`config.mk`:
```
export PLATFORM = sky130hd
export DESIGN_NAME = ising_run_ctrl
export DESIGN_NICKNAME = d
export VERILOG_FILES = /design/src/rtl/ising_run_ctrl_pkg.sv /design/src/rtl/phase_agree_counter.sv /design/src/rtl/ising_run_ctrl.sv
export SDC_FILE = /design/constraint.sdc
export NUM_CORES = 1
export LEC_CHECK = 0
export ABC_AREA = 1
export CORE_MARGIN = 2
export CORE_UTILIZATION = 31
export DETAILED_ROUTE_END_ITERATION = 8
export PLACE_DENSITY = 0.5
export RECOVER_POWER = 100
export SLEW_MARGIN = 20
export SYNTH_ARGS = -nofsm -noshare
export SYNTH_HDL_FRONTEND = slang
export SYNTH_SLANG_ARGS = --single-unit
```
`constraint.sdc`:
```
create_clock -name clk -period 3.4 [get_ports clk]
set_input_delay 0.51 -clock clk [delete_from_list [all_inputs] [get_ports clk]]
set_output_delay 0.51 -clock clk [all_outputs]
set_load 0.02 [all_outputs]
```
`src/rtl/ising_run_ctrl_pkg.sv`:
```
// rtl/ising_run_ctrl_pkg.sv - shared address map, register offsets and state encodings for the run controller
package ising_run_ctrl_pkg;

    localparam logic [7:0] CTRL_ADDR_MASK   = 8'h42;
    localparam logic [7:0] WEIGHT_ADDR_MASK = 8'h41;

    localparam logic [11:0] OFF_CTRL       = 12'h000;
    localparam logic [11:0] OFF_RUN_CYCLES = 12'h004;
    localparam logic [11:0] OFF_STATUS     = 12'h008;
    localparam logic [11:0] OFF_SPINS      = 12'h00C;
    localparam logic [11:0] OFF_AGREE_BASE = 12'h100;

    localparam logic [2:0] ST_IDLE   = 3'd0;
    localparam logic [2:0] ST_RESET  = 3'd1;
    localparam logic [2:0] ST_RUN    = 3'd2;
    localparam logic [2:0] ST_SAMPLE = 3'd3;
    localparam logic [2:0] ST_DONE   = 3'd4;

    typedef struct packed {
        logic abort;
        logic start;
    } ctrl_cmd_t;

    function automatic logic [11:0] agree_offset(input int idx);
        return OFF_AGREE_BASE + 12'(idx * 4);
    endfunction

    function automatic logic addr_hit(input logic [31:0] addr);
        return addr[31:24] == CTRL_ADDR_MASK;
    endfunction

endpackage

```
`src/rtl/phase_agree_counter.sv`:
```
// rtl/phase_agree_counter.sv - per-oscillator saturating agree counter with spin decision latch
module phase_agree_counter #(
    parameter int CNT_W         = 32,
    parameter int SAMPLE_CYCLES = 1024
) (
    input  logic             clk,
    input  logic             rst,
    input  logic             clear,
    input  logic             enable,
    input  logic             latch,
    input  logic             osc_bit,
    input  logic             ref_bit,
    output logic [CNT_W-1:0] agree,
    output logic             spin
);

    logic [CNT_W-1:0] agree_nxt;

    always_comb begin
        agree_nxt = agree;
        if (enable && (osc_bit == ref_bit) && (agree != '1))
            agree_nxt = agree + CNT_W'(1);
    end

    // The decision uses agree_nxt so the final window cycle is counted.
    always_ff @(posedge clk) begin
        if (rst || clear) begin
            agree <= '0;
            spin  <= 1'b0;
        end else begin
            agree <= agree_nxt;
            if (latch)
                spin <= {agree_nxt, 1'b0} > (CNT_W+1)'(SAMPLE_CYCLES);
        end
    end

endmodule

```
`src/rtl/ising_run_ctrl.sv`:
```
// rtl/ising_run_ctrl.sv - sequences reset, run and phase sampling of the oscillator matrix
module ising_run_ctrl
    import ising_run_ctrl_pkg::*;
#(
    parameter int N             = 8,
    parameter int RST_CYCLES    = 16,
    parameter int SAMPLE_CYCLES = 1024,
    parameter int CNT_W         = 32
) (
    input  logic          clk,
    input  logic          axi_rst,
    input  logic          wready,
    input  logic [31:0]   wr_addr,
    input  logic [31:0]   wdata,
    input  logic [31:0]   rd_addr,
    output logic [31:0]   rdata,
    input  logic [N-1:0]  osc_outputs,
    output logic          ising_rstn,
    output logic          busy,
    output logic          done
);

    logic [2:0]       state;
    logic [CNT_W-1:0] cnt;
    logic [CNT_W-1:0] cnt_inc;
    logic [CNT_W-1:0] run_cycles;
    logic [CNT_W-1:0] run_len;
    logic [N-1:0]     sync1;
    logic [N-1:0]     sync2;
    logic [N-1:0]     spins;
    logic [CNT_W-1:0] agree [N];
    logic [31:0]      rd_nxt;
    logic [11:0]      wr_off;
    logic [11:0]      rd_off;
    logic             wr_hit;
    ctrl_cmd_t        cmd;
    logic             start_acc;
    logic             sample_en;
    logic             sample_last;
    logic             unused_addr_bits;

    assign unused_addr_bits = &{1'b0, wr_addr[23:12], rd_addr[23:12]};

    assign wr_off    = wr_addr[11:0];
    assign rd_off    = rd_addr[11:0];
    assign wr_hit    = wready && addr_hit(wr_addr);
    assign cmd.start = wr_hit && (wr_off == OFF_CTRL) && wdata[0];
    assign cmd.abort = wr_hit && (wr_off == OFF_CTRL) && wdata[1];

    assign start_acc   = cmd.start && !cmd.abort && ((state == ST_IDLE) || (state == ST_DONE));
    assign sample_en   = (state == ST_SAMPLE) && !cmd.abort;
    assign sample_last = sample_en && (cnt == CNT_W'(SAMPLE_CYCLES - 1));
    assign cnt_inc     = (cnt == '1) ? cnt : cnt + CNT_W'(1);

    assign ising_rstn = (state == ST_RUN) || (state == ST_SAMPLE);
    assign busy       = (state == ST_RESET) || (state == ST_RUN) || (state == ST_SAMPLE);
    assign done       = (state == ST_DONE);

    always_ff @(posedge clk) begin
        if (axi_rst) begin
            sync1 <= '0;
            sync2 <= '0;
        end else begin
            sync1 <= osc_outputs;
            sync2 <= sync1;
        end
    end

    // Oscillator 0 is compared with itself, so its spin always resolves to 1.
    genvar gi;
    generate
        for (gi = 0; gi < N; gi++) begin : g_agree
            phase_agree_counter #(
                .CNT_W         (CNT_W),
                .SAMPLE_CYCLES (SAMPLE_CYCLES)
            ) u_agree (
                .clk     (clk),
                .rst     (axi_rst),
                .clear   (start_acc),
                .enable  (sample_en),
                .latch   (sample_last),
                .osc_bit (sync2[gi]),
                .ref_bit (sync2[0]),
                .agree   (agree[gi]),
                .spin    (spins[gi])
            );
        end
    endgenerate

    always_ff @(posedge clk) begin
        if (axi_rst) begin
            state      <= ST_IDLE;
            cnt        <= '0;
            run_cycles <= '0;
            run_len    <= '0;
        end else begin
            if (wr_hit && (wr_off == OFF_RUN_CYCLES))
                run_cycles <= wdata[CNT_W-1:0];
            if (cmd.abort) begin
                state <= ST_IDLE;
                cnt   <= '0;
            end else begin
                case (state)
                    ST_IDLE, ST_DONE: begin
                        if (start_acc) begin
                            state   <= ST_RESET;
                            cnt     <= '0;
                            run_len <= run_cycles;
                        end
                    end
                    ST_RESET: begin
                        if (cnt == CNT_W'(RST_CYCLES - 1)) begin
                            cnt   <= '0;
                            state <= (run_len == '0) ? ST_SAMPLE : ST_RUN;
                        end else begin
                            cnt <= cnt_inc;
                        end
                    end
                    ST_RUN: begin
                        if (cnt_inc >= run_len) begin
                            cnt   <= '0;
                            state <= ST_SAMPLE;
                        end else begin
                            cnt <= cnt_inc;
                        end
                    end
                    ST_SAMPLE: begin
                        if (cnt == CNT_W'(SAMPLE_CYCLES - 1)) begin
                            cnt   <= '0;
                            state <= ST_DONE;
                        end else begin
                            cnt <= cnt_inc;
                        end
                    end
                    default: begin
                        state <= ST_IDLE;
                        cnt   <= '0;
                    end
                endcase
            end
        end
    end

    always_comb begin
        rd_nxt = '0;
        if (addr_hit(rd_addr)) begin
            case (rd_off)
                OFF_RUN_CYCLES: rd_nxt = 32'(run_cycles);
                OFF_STATUS:     rd_nxt = {27'd0, done, busy, state};
                OFF_SPINS:      rd_nxt = 32'(spins);
                default: begin
                    for (int i = 0; i < N; i++) begin
                        if (rd_off == agree_offset(i))
                            rd_nxt = 32'(agree[i]);
                    end
                end
            endcase
        end
    end

    always_ff @(posedge clk) begin
        if (axi_rst)
            rdata <= '0;
        else
            rdata <= rd_nxt;
    end

endmodule

```
* Word-level counts from Yosys, hierarchy flattened *
Cells that the tools add are included.

cells by class
  add/sub/neg operators = 9
  magnitude comparators = 9
  eq/ne operators = 40
  muxes and demuxes = 29
  bitwise gates (word level) = 2
  reduce and logical (&&, ||, !) cells = 38

operator list
  kind                     number
  $mux W32                 21
  $add A32 B1 Y32 const B  9
  $gt A33 B11 Y1 const B   8
  $ne A32 B32 Y1 const B   8
  $pmux W32 S4             1
  $eq A12 B9 Y1 const B    8
  $pmux W32 S3             1
  $eq A32 B10 Y1 const B   1
  $eq A32 B32 Y1 const B   1
  $eq A32 B4 Y1 const B    1
  $ge A32 B32 Y1           1
  $logic_not A32 Y1        1
  $eq A12 B3 Y1 const B    2
  $eq A12 B4 Y1 const B    2
  $logic_and A1 B1 Y1      24
  $eq A8 B7 Y1 const B     2
  $logic_not A12 Y1        1
  $mux W3                  4
  $pmux W3 S4              1
  $ne A2 B1 Y1 const B     4
  $eq A1 B1 Y1             7
  $eq A3 B2 Y1 const B     2
  $reduce_or A2 Y1         3
  $logic_or A1 B1 Y1       5
  other kinds (8)          9

word-level totals
  register bits after elaboration = 411
  input bits = 107
  output and inout port bits = 35
  logic and storage cells = 150

* Logic depth before layout (Yosys ltp) *
Gate-level depths: netlist of run 1.

  word-level depth = 10
  mapped depth = 26
  mapped depth without buffers = 26

* Hierarchy *
From an unflattened synthesis of run 1, not the netlist that was laid out.

unflattened totals
  cell total of the unflattened synthesis = 4957
  area total of the unflattened synthesis = 29316.9 um^2

modules (own cells, without submodules)
  module                                         instances  cells each  area an instance (um^2)  seq. area each (um^2)
  phase_agree_counter at g_agree[0].u_agree ...  7          431         2453.6                   660.6
  ising_run_ctrl                                 1          1533        9706.8                   2942.8
  phase_agree_counter at g_agree[7].u_agree      1          407         2434.8                   660.6

* Worst setup path before layout of run 1 *
OpenSTA, ideal clock, no wires.

  path type = register to register
  start = reg cnt[0]
  end = reg cnt[21]
  setup time = 0.132 ns
  arrival time = 3.194 ns
  required time = 3.268 ns
  setup slack = 0.073 ns
  stages on the path, launching flop included = 26
  buffers on the path = 1
  clock period less this slack = 3.327 ns
  path through = dfxtp_1 -> ha_1 -> nand2_1 -> inv_1 -> nand3_1 -> nor3_1 -> nand4_1 -> nor2_2 -> nor3_1 -> nand2_1 -> nor2_1 -> nand3b_1 -> nand2_1 -> ha_1 -> nand2_1 -> inv_1 -> nand3_1 -> inv_1 -> nand2_1 -> nor4_1 -> nand4_1 -> nand4_1 -> nand2_1 -> clkbuf_1 -> nand2_1 -> a21oi_1

on the way
  word-level cells in the longest chain between the ends = 5
  elaborated cells on any way between the ends = 10
  those cells by class = 1 x add/sub; 1 x order compare; 3 x eq/ne; 5 x mux

RTL lines
  what                                               line                   source
  start: declaration                                 ising_run_ctrl.sv:24   logic [CNT_W-1:0] cnt;
  start signal: assignment                           ising_run_ctrl.sv:116  cnt <= cnt_inc;
  start signal: assignment                           ising_run_ctrl.sv:124  cnt <= cnt_inc;
  start signal: assignment                           ising_run_ctrl.sv:132  cnt <= cnt_inc;
  $add A32 B1 Y32 or $eq A32 B32 Y1 (tied branches)  ising_run_ctrl.sv:53   assign cnt_inc = (cnt == '1) ? cnt : cnt + CNT_W'(1);
  $mux W32                                           ising_run_ctrl.sv:53
  $ge A32 B32 Y1                                     ising_run_ctrl.sv:120  if (cnt_inc >= run_len) begin
  $mux W32                                           ising_run_ctrl.sv:120
  $pmux W32 S4 (*)                                   ising_run_ctrl.sv:103  case (state)

Every way passes the cells marked *; elsewhere a longest branch is shown, timed or not.
A chain may end at the register's enable or synchronous reset.

* Worst setup path in the final report of run 1 *
  start = reg cnt[1]
  end = reg cnt[30]

The elaborated chain is that of the path after synthesis.

==> summary.md, run 1 <==
| Metric | Value |
|---|---|
| Worst-case hold path end point | `sync1[1]$_SDFF_PP0_` |
| Die W | `297.9 um` |
| Sink Count | `411` |
| Drt drc | `0` |
| Root Buffer | `clkbuf_16` |
| Critical R2R Capture | `cnt[30]$_SDFFE_PP0P_` |
| GRT Residual Overflow | `0` |
| Post-DP Area | `31650 sq um` |
| Slew Limit Headroom | `-76.99%` |
| I/O pins | `142` |
| Max Clock Freq | `279.5 MHz` |
| Ratio of cells with drive above 1 in the final layout | `11.39%` |
| P_int | `9.197 mW` |
| Clk pwr share | `49.8%` |
| Fin crit share | `105.2%` |
| Worst Path Required | `3910 ps` |
| Wire per inst | `17.46 um` |
| Met3 Wirelength | `5517 um` |
| Slew @ Worst Pin | `2655 ps` |
| Main flop type after synthesis | `dfxtp_1` |
| Crit end category | `flop` |
| Die area | `88750 sq um` |
| Clock Pin Slew Worst Setup and Hold Paths | `60 ps` |
| Hold Path Depth | `3` |
| GP Congestion | `0.9823` |
| Chip height | `297.9 um` |
| Synth cell types | `49` |
| Combinational Power Share | `10.5%` |
| Asr flop ratio synth | `0%` |
| Net Switching | `3.333 mW` |
| Drt pass-1 iters | `6` |
| Total power | `12.53 mW` |
| Final WS setup | `-177.2 ps` |
| Syn-to-layout area delta | `27.12%` |
| Hold crit path type | `in2reg` |
| Crit Path Max Fanout | `8` |
| Hold WS | `393.8 ps` |
| CTS tree | `done` |
| Register area share after synthesis | `30.72%` |
| CTS max path bufs | `3` |
| Setup CP Type | `reg2reg` |
| Crit path time final | `3577 ps` |
| Total GRT Usage | `22.98%` |
| Routed Wire Length | `104500 um` |
| Fin Setup TNS | `-5457 ps` |
| DP Cell Count | `5869` |
| Fin area | `34040 sq um` |
| Sw Share | `26.60%` |
| FILL cells | `9422` |
| # H-tree levels | `2` |
| Sequential share of power | `39.7%` |
| Initial cell density of the core | `31.35%` |
| Worst reg2reg path depth | `22` |
| FP Rows | `107` |
| Most frequent cells in the layout | `nand2_1 (1120), nor2_1 (856), inv_1 (542)` |
| Startpoint Class | `flop` |
| Syn Area/Cell | `6.053 sq um` |
| Commonest non-fill, non-tap cell in the layout | `nand2_1` |
| Port bufs | `117` |
| Largest net degree at the start of global routing | `65` |
| Reg-to-reg critical path startpoint | `cnt[1]$_SDFFE_PP0P_` |
| Length of routed wiring on met1 | `50500 um` |
| TritonCTS Buffers | `53` |
| DR iter-0 viols | `2511` |
| RSZ-0062 raised after global routing | `yes` |
| Vias | `28770` |
| Area share of the largest cell type after synthesis | `30.72%` |
| First-pass GRT wire length | `159300 um` |
| Synth warnings | `0` |
| Failing checks | `capacitance limit, slew limit, setup timing` |
| PwrDens | `368.1 nW/um^2` |
| Synth area leaders | `dfxtp_1 (31%), nand2_1 (16%), nor2_1 (12%)` |
| Net Count, Synth | `4572` |
| Cell taking the most area after synthesis | `dfxtp_1` |
| Worst vdd ir | `0.3577 mV` |
| Routed wl met2 | `45260 um` |
| Slew Limit Fails | `50` |
| Worst EP arrival | `4080 ps` |
| Number of max-cap violations | `1` |
| Initial antenna violation count | `0` |
| HP Start | `osc_outputs[1]` |
| Post-synth EDFFs | `0` |
| Hold bufs inserted after CTS | `0` |
| # diodes | `0` |
| Status | `finished, violations left` |
| Final Hold Viols | `0` |
| Syn Inst Count | `4424` |
| Vias/cell | `4.808` |
| Cell area after synthesis | `26780 sq um` |
| Lkg Pwr | `13.88 nW` |
| Vias in the first global route | `26820` |
| # nets final | `4942` |
| Worst skew pair latency | `630 ps` |
| Seq cells post-synth | `411` |
| Worst clock skew | `37.20 ps` |
| Routed Antenna Nets | `0` |
| DR top layer | `met4` |
| R2r setup slk | `-180 ps` |
| Core area | `85410 sq um` |
| Finished Layout Cells | `5983` |
| Half-perimeter wire length after placement | `82840 um` |
| Setup-failing EPs final | `35` |
[Yosys cell counts (2+ instances only)]
cell type / count
buf_4: 9
nand4_1: 71
nor3_2: 4
a21boi_0: 9
nand2_1: 1139
nor3b_1: 6
o211ai_1: 19
buf_2: 35
a21boi_1: 5
a21oi_1: 280
dfxtp_1: 411
o21ai_1: 15
buf_1: 9
inv_1: 548
nor4b_1: 2
xnor2_1: 43
o221ai_1: 3
or2_2: 7
a32o_1: 6
mux2i_1: 8
o2111ai_1: 19
nor4_1: 23
clkinv_1: 2
xor2_1: 175
inv_2: 5
ha_1: 41
and2_1: 11
nor2_2: 7
nand4_2: 2
nand3_1: 186
a211oi_1: 33
o21a_1: 9
nor2_1: 867
nand3b_1: 23
clkbuf_1: 104
nor3_1: 105
o21bai_1: 4
o21ai_0: 168
[routing by layer]
| layer | track usage (%) | vias up |
|---|---|---|
| met5 | 0 | - |
| met2 | 35.85 | 721 |
| li1 | - | 14760 |
| met4 | 6.939 | 0 |
| met3 | 2.764 | 141 |
| met1 | 32.95 | 13140 |
[worst max-delay path: stages (launching register included)]
cell,delay (ps)
dfxtp_2,360
buf_6,110
inv_4,30
nor3_4,180
inv_2,60
nor2_2,120
inv_1,60
nor3_2,160
nand2_1,110
nor3_4,250
nand4_1,180
xor2_2,230
ha_4,310
nand2_4,50
buf_6,110
nor4_4,260
buf_4,160
nand4_1,70
nand4_1,170
nand2_4,150
clkbuf_16,230
nand2_1,60
a21oi_1,50
[flip-flops by register name (all words and copies together), names as in the netlist]
name,cells
g_agree.u_agree.agree,256
cnt,32
rdata,32
run_cycles,32
run_len,32
g_agree.u_agree.spin,8
sync1,8
sync2,8
state,3
[power by group through the flow]
stage          clock (mW)  sequential [mW]  combinational, mW
6_report             6.24             4.98               1.31
2_1_floorplan           0             5.05              0.622
4_1_cts              6.40             4.98               1.23
3_5_place_dp            0             5.08               1.18
5_1_grt              6.59             4.98               1.44
3_3_place_gp            0             5.08               1.18
[logic make-up after synthesis]
family                   count (synthesis)  synth area share [%]
AND/OR/NAND/NOR                       2457                 37.63
flip-flops                             411                 30.72
buffers and inverters                  713                 10.31
AO/OA/AOI/OAI                          576                 11.99
multiplexers                             8                0.2990
XOR/XNOR                               218                 7.130
adder cells (fa/ha/maj)                 41                 1.916
[final cells by class]
cell class	instances	area (sq um)	area share, %
Inverter	555	2086	6.127
Multi-Input combinational cell	3300	16260	47.78
Tap cell	1144	1431	4.205
Clock inverter	32	473.0	1.389
Timing Repair Buffer	473	4110	12.07
Sequential cell	411	8234	24.19
Clock buffer	68	1443	4.238
[metrics by stage]
| step | util, % | setup slack [ps] |
|---|---|---|
| floorplan | - | 73.31 |
| global placement | 37.05 | -241.5 |
| detailed placement | 37.06 | -286.1 |
| CTS | 39.55 | -167.0 |
| global route | 39.85 | -399.9 |
| finish | 39.85 | -177.2 |
[how the worst max path moves through the flow]
stage / startpoint / end / slack [ps] / cells after the start
after floorplan: cnt[0]$_SDFFE_PP0P_ / cnt[21]$_SDFFE_PP0P_ / 70 / 25
after CTS: cnt[1]$_SDFFE_PP0P_ / cnt[25]$_SDFFE_PP0P_ / -170 / 25
after global placement: cnt[0]$_SDFFE_PP0P_ / cnt[21]$_SDFFE_PP0P_ / -240 / 28
after global routing: cnt[1]$_SDFFE_PP0P_ / cnt[12]$_SDFFE_PP0P_ / -400 / 25
final: cnt[1]$_SDFFE_PP0P_ / cnt[30]$_SDFFE_PP0P_ / -180 / 22
after detailed placement: cnt[0]$_SDFFE_PP0P_ / cnt[25]$_SDFFE_PP0P_ / -290 / 24
[what timing repair did]
item                                    in CTS  in global routing
pin swaps                                   23                 36
gates resized for setup                     33                 78
buffers inserted                             9                  5
hold endpoints to repair                     0                  0
cloned                                       1                  2
endpoints found under the setup margin      35                 35
Note: power is estimated with default switching activity, not from simulation.
==> inputs of run 2 (changes only) <==
MAX_ROUTING_LAYER = met4   (was not set)
==> run 2 against run 1 <==
Net effect:
- worst hold slack got worse by 12 ps
- the run still ends with capacitance limit, slew limit, setup timing left
- global-route usage rose by 0.67 points
- clock power fell by 3%
- via count fell by 0.28%
- power fell by 1.7%
- critical endpoint is now cnt[10]$_SDFFE_PP0P_
- worst setup slack got worse by 130 ps
- non-clock buffer count fell by 32
- fmax fell by 3.5%
- utilization fell by 0.45 points
==> summary.md, run 2 (same netlist as run 1, synthesis figures left out) <==
| Metric | Value |
|---|---|
| Status | `finished, violations left` |
| Failing checks | `capacitance limit, slew limit, setup timing` |
| # nets final | `4909 (-0.67%)` |
| RSZ-0062 raised after global routing | `yes` |
| Startpoint Class | `flop` |
| Die W | `297.9 um (unchanged)` |
| Initial antenna violation count | `1 (+1)` |
| CTS max path bufs | `3 (unchanged)` |
| Chip height | `297.9 um (unchanged)` |
| Ratio of cells with drive above 1 in the final layout | `10.66% (-0.73 points)` |
| Initial cell density of the core | `31.35% (unchanged)` |
| Wire per inst | `17.54 um (+0.48%)` |
| Total GRT Usage | `23.66% (+0.67 points)` |
| Final Hold Viols | `0 (unchanged)` |
| DR iter-0 viols | `2335 (-7.0%)` |
| First-pass GRT wire length | `160300 um (+0.64%)` |
| Crit path cell chain | `ha_4 -> nand2_4 -> inv_2 -> nand3_2 -> nor3_2 -> buf_4 -> nand4_1 -> nor2_4 -> buf_6 -> nor3_4 -> nand4_1 -> xor2_2 -> ha_1 -> nand2_2 -> buf_6 -> nor4_4 -> buf_4 -> nand4_1 -> nand4_1 -> nand2_4 -> clkbuf_16 -> nand2_4 -> a21oi_2` |
| Syn-to-layout area delta | `25.69%` |
| Crit end category | `flop` |
| # H-tree levels | `2 (unchanged)` |
| Drt pass-1 iters | `6 (unchanged)` |
| Worst EP arrival | `4210 ps (+130 ps)` |
| Setup CP Type | `reg2reg` |
| Register area | `8232 sq um (about the same)` |
| Worst clock skew | `46.71 ps (+9.514 ps)` |
| Die area | `88750 sq um (unchanged)` |
| GP Congestion | `0.9945 (+1.2%)` |
| Worst skew pair latency | `630 ps (about the same)` |
| Worst-case hold path end point | `sync1[5]$_SDFF_PP0_` |
| Root Buffer | `clkbuf_16` |
| Most frequent cells in the layout | `nand2_1 (1112), nor2_1 (859), inv_1 (549)` |
| HP Start | `osc_outputs[5]` |
| Vias | `28690 (-0.28%)` |
| Slew Limit Fails | `50 (unchanged)` |
| Vias/cell | `4.822 (+0.29%)` |
| Drt drc | `0 (unchanged)` |
| I/O pins | `142 (unchanged)` |
| Most Frequent Cell on Critical Path | `nand4_1` |
| Largest register FFs | `256 (unchanged)` |
| Slew Limit Headroom | `-83.23% (-6.2 points)` |
| Routed Antenna Nets | `0 (unchanged)` |
| Critical R2R Capture | `cnt[10]$_SDFFE_PP0P_` |
| Port bufs | `117 (unchanged)` |
| Clock Pin Slew Worst Setup and Hold Paths | `60 ps (about the same)` |
| Total power | `12.32 mW (-1.7%)` |
| GRT Residual Overflow | `0 (unchanged)` |
| Slowest CP cell | `dfxtp_2` |
| TritonCTS Buffers | `52 (-1.9%)` |
| Sink Count | `411 (unchanged)` |
| Crit-path max cell delay | `340 ps (-20 ps)` |
| FILL cells | `9536 (+1.2%)` |
| Slew @ Worst Pin | `2749 ps (+93.66 ps)` |
| Fin crit share | `109.1% (+3.8 points)` |
| Number of max-cap violations | `1 (unchanged)` |
| Post-layout util | `39.41% (-0.45 points)` |
| Max Clock Freq | `269.7 MHz (-3.5%)` |
| Worst vdd ir | `0.3550 mV (-0.77%)` |
| CTS tree | `done` |
| Hold crit path type | `in2reg` |
| Biggest register | `g_agree.u_agree.agree` |
| Worst Path Required | `3900 ps (about the same)` |
| Final WS setup | `-307.9 ps (-130.7 ps)` |
| Hold Path Depth | `3 (unchanged)` |
| Reg-to-reg critical path startpoint | `cnt[1]$_SDFFE_PP0P_` |
| Worst reg2reg path depth | `23 (+4.5%)` |
| Crit Path Max Fanout | `8 (unchanged)` |
| PwrDens | `365.9 nW/um^2 (-0.59%)` |
| FP Rows | `107 (unchanged)` |
| Lkg Pwr | `13.78 nW (-0.73%)` |
| Crit path time final | `3708 ps (+130.7 ps)` |
| Setup-failing EPs final | `37 (+5.7%)` |
| Half-perimeter wire length after placement | `82550 um (-0.35%)` |
| Core area | `85410 sq um (unchanged)` |
| Largest net degree at the start of global routing | `110 (+69%)` |
| Vias in the first global route | `26890 (+0.26%)` |
| Critical path origin | `cnt[1]$_SDFFE_PP0P_` |
| Area occupied by multi-input gates | `16240 sq um (-0.17%)` |
| Commonest non-fill, non-tap cell in the layout | `nand2_1` |
| Routed Wire Length | `104400 um (about the same)` |
| R2r setup slk | `-310 ps (-130 ps)` |
run 2: cell count changes in the layout (fill, tap and decap cells not counted), moves of 7 or more:
cell	previous run	this run
inv_1	542	549
buf_4	306	267
a21oi_1	264	254
o21ai_1	17	10
a21oi_2	16	26
nand2_1	1120	1112
run 2: how the worst max path moves through the flow:
stage	end	slack, ps	cells past startpoint
after floorplan	cnt[21]$_SDFFE_PP0P_	70	25
after detailed placement	cnt[29]$_SDFFE_PP0P_	-360	24
after global routing	state[2]$_SDFFE_PP0P_	-460	24
after global placement	cnt[21]$_SDFFE_PP0P_	-370	28
final	cnt[10]$_SDFFE_PP0P_	-310	23
after CTS	state[2]$_SDFFE_PP0P_	-140	24
run 2: worst max-delay path, delay by kind of cell, from the launching register on:
kind                       cells  cell delay [ps]
DFF                            1              340
xor gates and xnor gates       1              220
buffers and inverters          6              850
and+or+nand+nor               13             1650
adders and majority gates      2              490
AOI/OAI and AO/OA              1               40
run 2: cell type report:
class,count,share of cell area [%]
clock inverters,31,1.275
clock buffers,66,4.319
diodes,1,0.007434
inverters,555,6.189
flip-flops and latches,411,24.46
well taps,1144,4.252
multi-input cells,3300,48.24
repair buffers,441,11.26
run 2: through the flow:
step	setup slack (ps)	instances	setup TNS (ps)	area [sq um]	hold WS (ps)
global placement	-365.6	5838	-12370	31400	389.0
floorplan	73.31	4424	0	26780	388.3
finish	-307.9	5949	-9836	33660	382.2
global route	-463.8	5949	-20320	33660	398.7
CTS	-142.5	5941	-4003	33500	354.9
detailed placement	-360.5	5838	-11950	31400	396.0
run 2: layer usage:
metal  global-route usage (%)  part of all wire [%]  wire length, um
met1                    33.26                    49            50990
met2                    35.81                    43            44900
met3                    2.458                   5.1             5336
met4                    6.688                   3.0             3139
met5                        -                     0                0
run 2: timing repair:
item,in CTS,in global routing
setup endpoints to repair,35,36
resized for setup,36,77
pin swaps,20,16
cloned,1,1
buffers inserted,6,6
hold buffers,0,0
run 2: report_power, final:
group | leakage [nW] | switching [mW] | internal, mW
clock | 0.930 | 2.42 | 3.65
combinational | 9.54 | 0.782 | 0.485
sequential | 3.31 | 0.0919 | 4.89
total | 13.8 | 3.29 | 9.02
==> inputs of run 3 (changes only) <==
CTS_CLUSTER_SIZE = 8   (was not set)
TNS_END_PERCENT = 5   (was not set)
==> run 3 against run 2 <==
Net effect:
- the flow still finishes with violations (capacitance limit, slew limit, setup timing)
- critical path depth grew 1
- fmax is 1.8% higher
- critical endpoint is now cnt[7]$_SDFFE_PP0P_
- clock power shrank 8.4%
- register-to-register slack better by 60 ps
- global-route usage about the same
- combinational power barely moved
- clock-buffer cell count increased by 5
- first-iteration DRC count grew 0.77%
- power is 3.9% lower
- utilization fell by 0.22 points
- largest cell class unchanged
- cell count fell by 0.37%
==> summary.md, run 3 (same netlist as run 1, synthesis figures left out) <==
| Metric | Value |
|---|---|
| Slew Limit Headroom | `-79.55% (+3.7 points)` |
| Commonest non-fill, non-tap cell in the layout | `nand2_1` |
| Initial cell density of the core | `31.35% (unchanged)` |
| Combinational Power Share | `10.9% (+0.6 points)` |
| Routed Antenna Nets | `0 (unchanged)` |
| Ratio of cells with drive above 1 in the final layout | `10.35% (-0.30 points)` |
| Final WS setup | `-243.9 ps (+64.05 ps)` |
| Worst Path Required | `3930 ps (+30 ps)` |
| Final Hold Viols | `0 (unchanged)` |
| Post-layout util | `39.19% (-0.22 points)` |
| Post-DP Area | `31400 sq um (unchanged)` |
| Syn-to-layout area delta | `24.99%` |
| CTS max path bufs | `3 (unchanged)` |
| # H-tree levels | `2 (unchanged)` |
| Routed Wire Length | `104900 um (+0.52%)` |
| Wire per inst | `17.70 um (+0.89%)` |
| RSZ-0062 raised after global routing | `yes` |
| Worst skew pair latency | `670 ps (+40 ps)` |
| Chip height | `297.9 um (unchanged)` |
| Reg-to-reg critical path startpoint | `cnt[0]$_SDFFE_PP0P_` |
| GRT Residual Overflow | `0 (unchanged)` |
| TritonCTS Buffers | `59 (+13%)` |
| First-pass GRT wire length | `160300 um (about the same)` |
| Half-perimeter wire length after placement | `82550 um (unchanged)` |
| Largest register FFs | `256 (unchanged)` |
| Fin Setup TNS | `-7770 ps (+2066 ps)` |
| Sw Share | `27.18% (+0.46 points)` |
| Vias | `28730 (+0.14%)` |
| P_int | `8.622 mW (-4.5%)` |
| Fin crit share | `107.2% (-1.9 points)` |
| Largest net degree at the start of global routing | `110 (unchanged)` |
| FP Rows | `107 (unchanged)` |
| Most frequent cells in the layout | `nand2_1 (1106), nor2_1 (858), inv_1 (543)` |
| Setup CP Type | `reg2reg` |
| Crit end category | `flop` |
| Startpoint Class | `flop` |
| Worst EP arrival | `4170 ps (-40 ps)` |
| FILL cells | `9539 (+0.031%)` |
| Slew @ Worst Pin | `2693 ps (-55.22 ps)` |
| Die area | `88750 sq um (unchanged)` |
| Sequential share of power | `42.1% (+1.7 points)` |
| # nets final | `4915 (+0.12%)` |
| Total power | `11.84 mW (-3.9%)` |
| Crit path time final | `3644 ps (-64.05 ps)` |
| Drt drc | `0 (unchanged)` |
| Total GRT Usage | `23.68% (about the same)` |
| Max Clock Freq | `274.4 MHz (+1.8%)` |
| Worst vdd ir | `0.4156 mV (+17%)` |
| Hold WS | `364.4 ps (-17.87 ps)` |
| Vias/cell | `4.847 (+0.51%)` |
| Failing checks | `capacitance limit, slew limit, setup timing` |
| DR iter-0 viols | `2353 (+0.77%)` |
| CTS tree | `done` |
| I/O pins | `142 (unchanged)` |
| Vias in the first global route | `26890 (-0.022%)` |
| Biggest register | `g_agree.u_agree.agree` |
| Net Switching | `3.219 mW (-2.2%)` |
| Area occupied by multi-input gates | `16250 sq um (about the same)` |
| Critical path origin | `cnt[0]$_SDFFE_PP0P_` |
| Setup-failing EPs final | `37 (unchanged)` |
| Core area | `85410 sq um (unchanged)` |
| PwrDens | `353.8 nW/um^2 (-3.3%)` |
| Hold crit path type | `in2reg` |
| Status | `finished, violations left` |
| GP Congestion | `0.9945 (unchanged)` |
| Worst clock skew | `83.55 ps (+36.84 ps)` |
| Slew Limit Fails | `50 (unchanged)` |
| Sink Count | `411 (unchanged)` |
| Clk pwr share | `47.0% (-2.3 points)` |
| Port bufs | `117 (unchanged)` |
| Crit Path Max Fanout | `8 (unchanged)` |
| Register area | `8234 sq um (about the same)` |
| Drt pass-1 iters | `6 (unchanged)` |
| Lkg Pwr | `13.50 nW (-2.0%)` |
| Number of max-cap violations | `1 (unchanged)` |
| Die W | `297.9 um (unchanged)` |
| HP Start | `osc_outputs[5]` |
| Initial antenna violation count | `1 (unchanged)` |
| Clock Pin Slew Worst Setup and Hold Paths | `60 ps (about the same)` |
| Root Buffer | `clkbuf_16` |
| Fin area | `33470 sq um (-0.56%)` |
run 3: per-layer routing:
layer  vias to the layer above  GRT usage (%)  routed length [um]
li1                      14690              -                   -
met1                     13130          33.20               51050
met2                       756          36.03               45400
met3                       154          2.560                5420
met4                         0          6.377                3030
met5                         -              -                   0
run 3: power groups by stage:
stage	logic, mW	registers, mW	clock network, mW
final	1.29	4.98	5.56
after global placement	1.16	5.08	0
after CTS	1.21	4.98	5.72
after global routing	1.42	4.99	5.87
after detailed placement	1.16	5.08	0
after floorplan	0.622	5.05	0
run 3: final cells by class:
class                   count  share of cell area [%]
flip-flops and latches    411                   24.60
well taps                1144                   4.276
multi-input cells        3300                   48.54
repair buffers            440                   11.36
clock inverters             4                  0.2542
diodes                      2                 0.01495
clock buffers              71                   4.725
inverters                 555                   6.224
run 3: through the flow:
| stage | setup WS [ps] | std cells |
|---|---|---|
| 5_1_grt | -404.2 | 5926 |
| 2_1_floorplan | 73.31 | 4424 |
| 3_5_place_dp | -360.5 | 5838 |
| 4_1_cts | -145.3 | 5918 |
| 6_report | -243.9 | 5927 |
| 3_3_place_gp | -365.6 | 5838 |
run 3: what timing repair did:
| action | 4_1_cts | 5_1_grt |
|---|---|---|
| setup buffers | 6 | 7 |
| setup endpoints to repair | 35 | 36 |
| gates cloned | 1 | 2 |
| resized for setup | 29 | 86 |
| hold buffers | 0 | 0 |
| pin swaps | 22 | 41 |
run 3: final timing paths:
| kind | to | slack (ps) | cells after the start |
|---|---|---|---|
| setup / recovery | cnt[7]$_SDFFE_PP0P_ | -240 | 24 |
| hold / removal | sync1[5]$_SDFF_PP0_ | 360 | 3 |
| setup reg to reg | cnt[7]$_SDFFE_PP0P_ | -240 | 24 |
| hold reg to reg | sync2[4]$_SDFF_PP0_ | 410 | 2 |
run 3: critical path, stage by stage (launching register included):
cell       delay, ps
dfxtp_2          360
ha_4             160
nand2_4           50
inv_2             50
nand3_2           70
nor3_2           110
buf_4            150
nand4_1          160
buf_4            190
buf_4            120
buf_4            130
nor2_4           130
xor2_2           110
ha_1             290
nand2_1           60
nor2_2           130
nand2_4           70
nor4_4           290
buf_4            160
nand4_1           70
nand4_1          170
nand2_4          150
clkbuf_16        250
nand2_1           60
a21oi_1           50
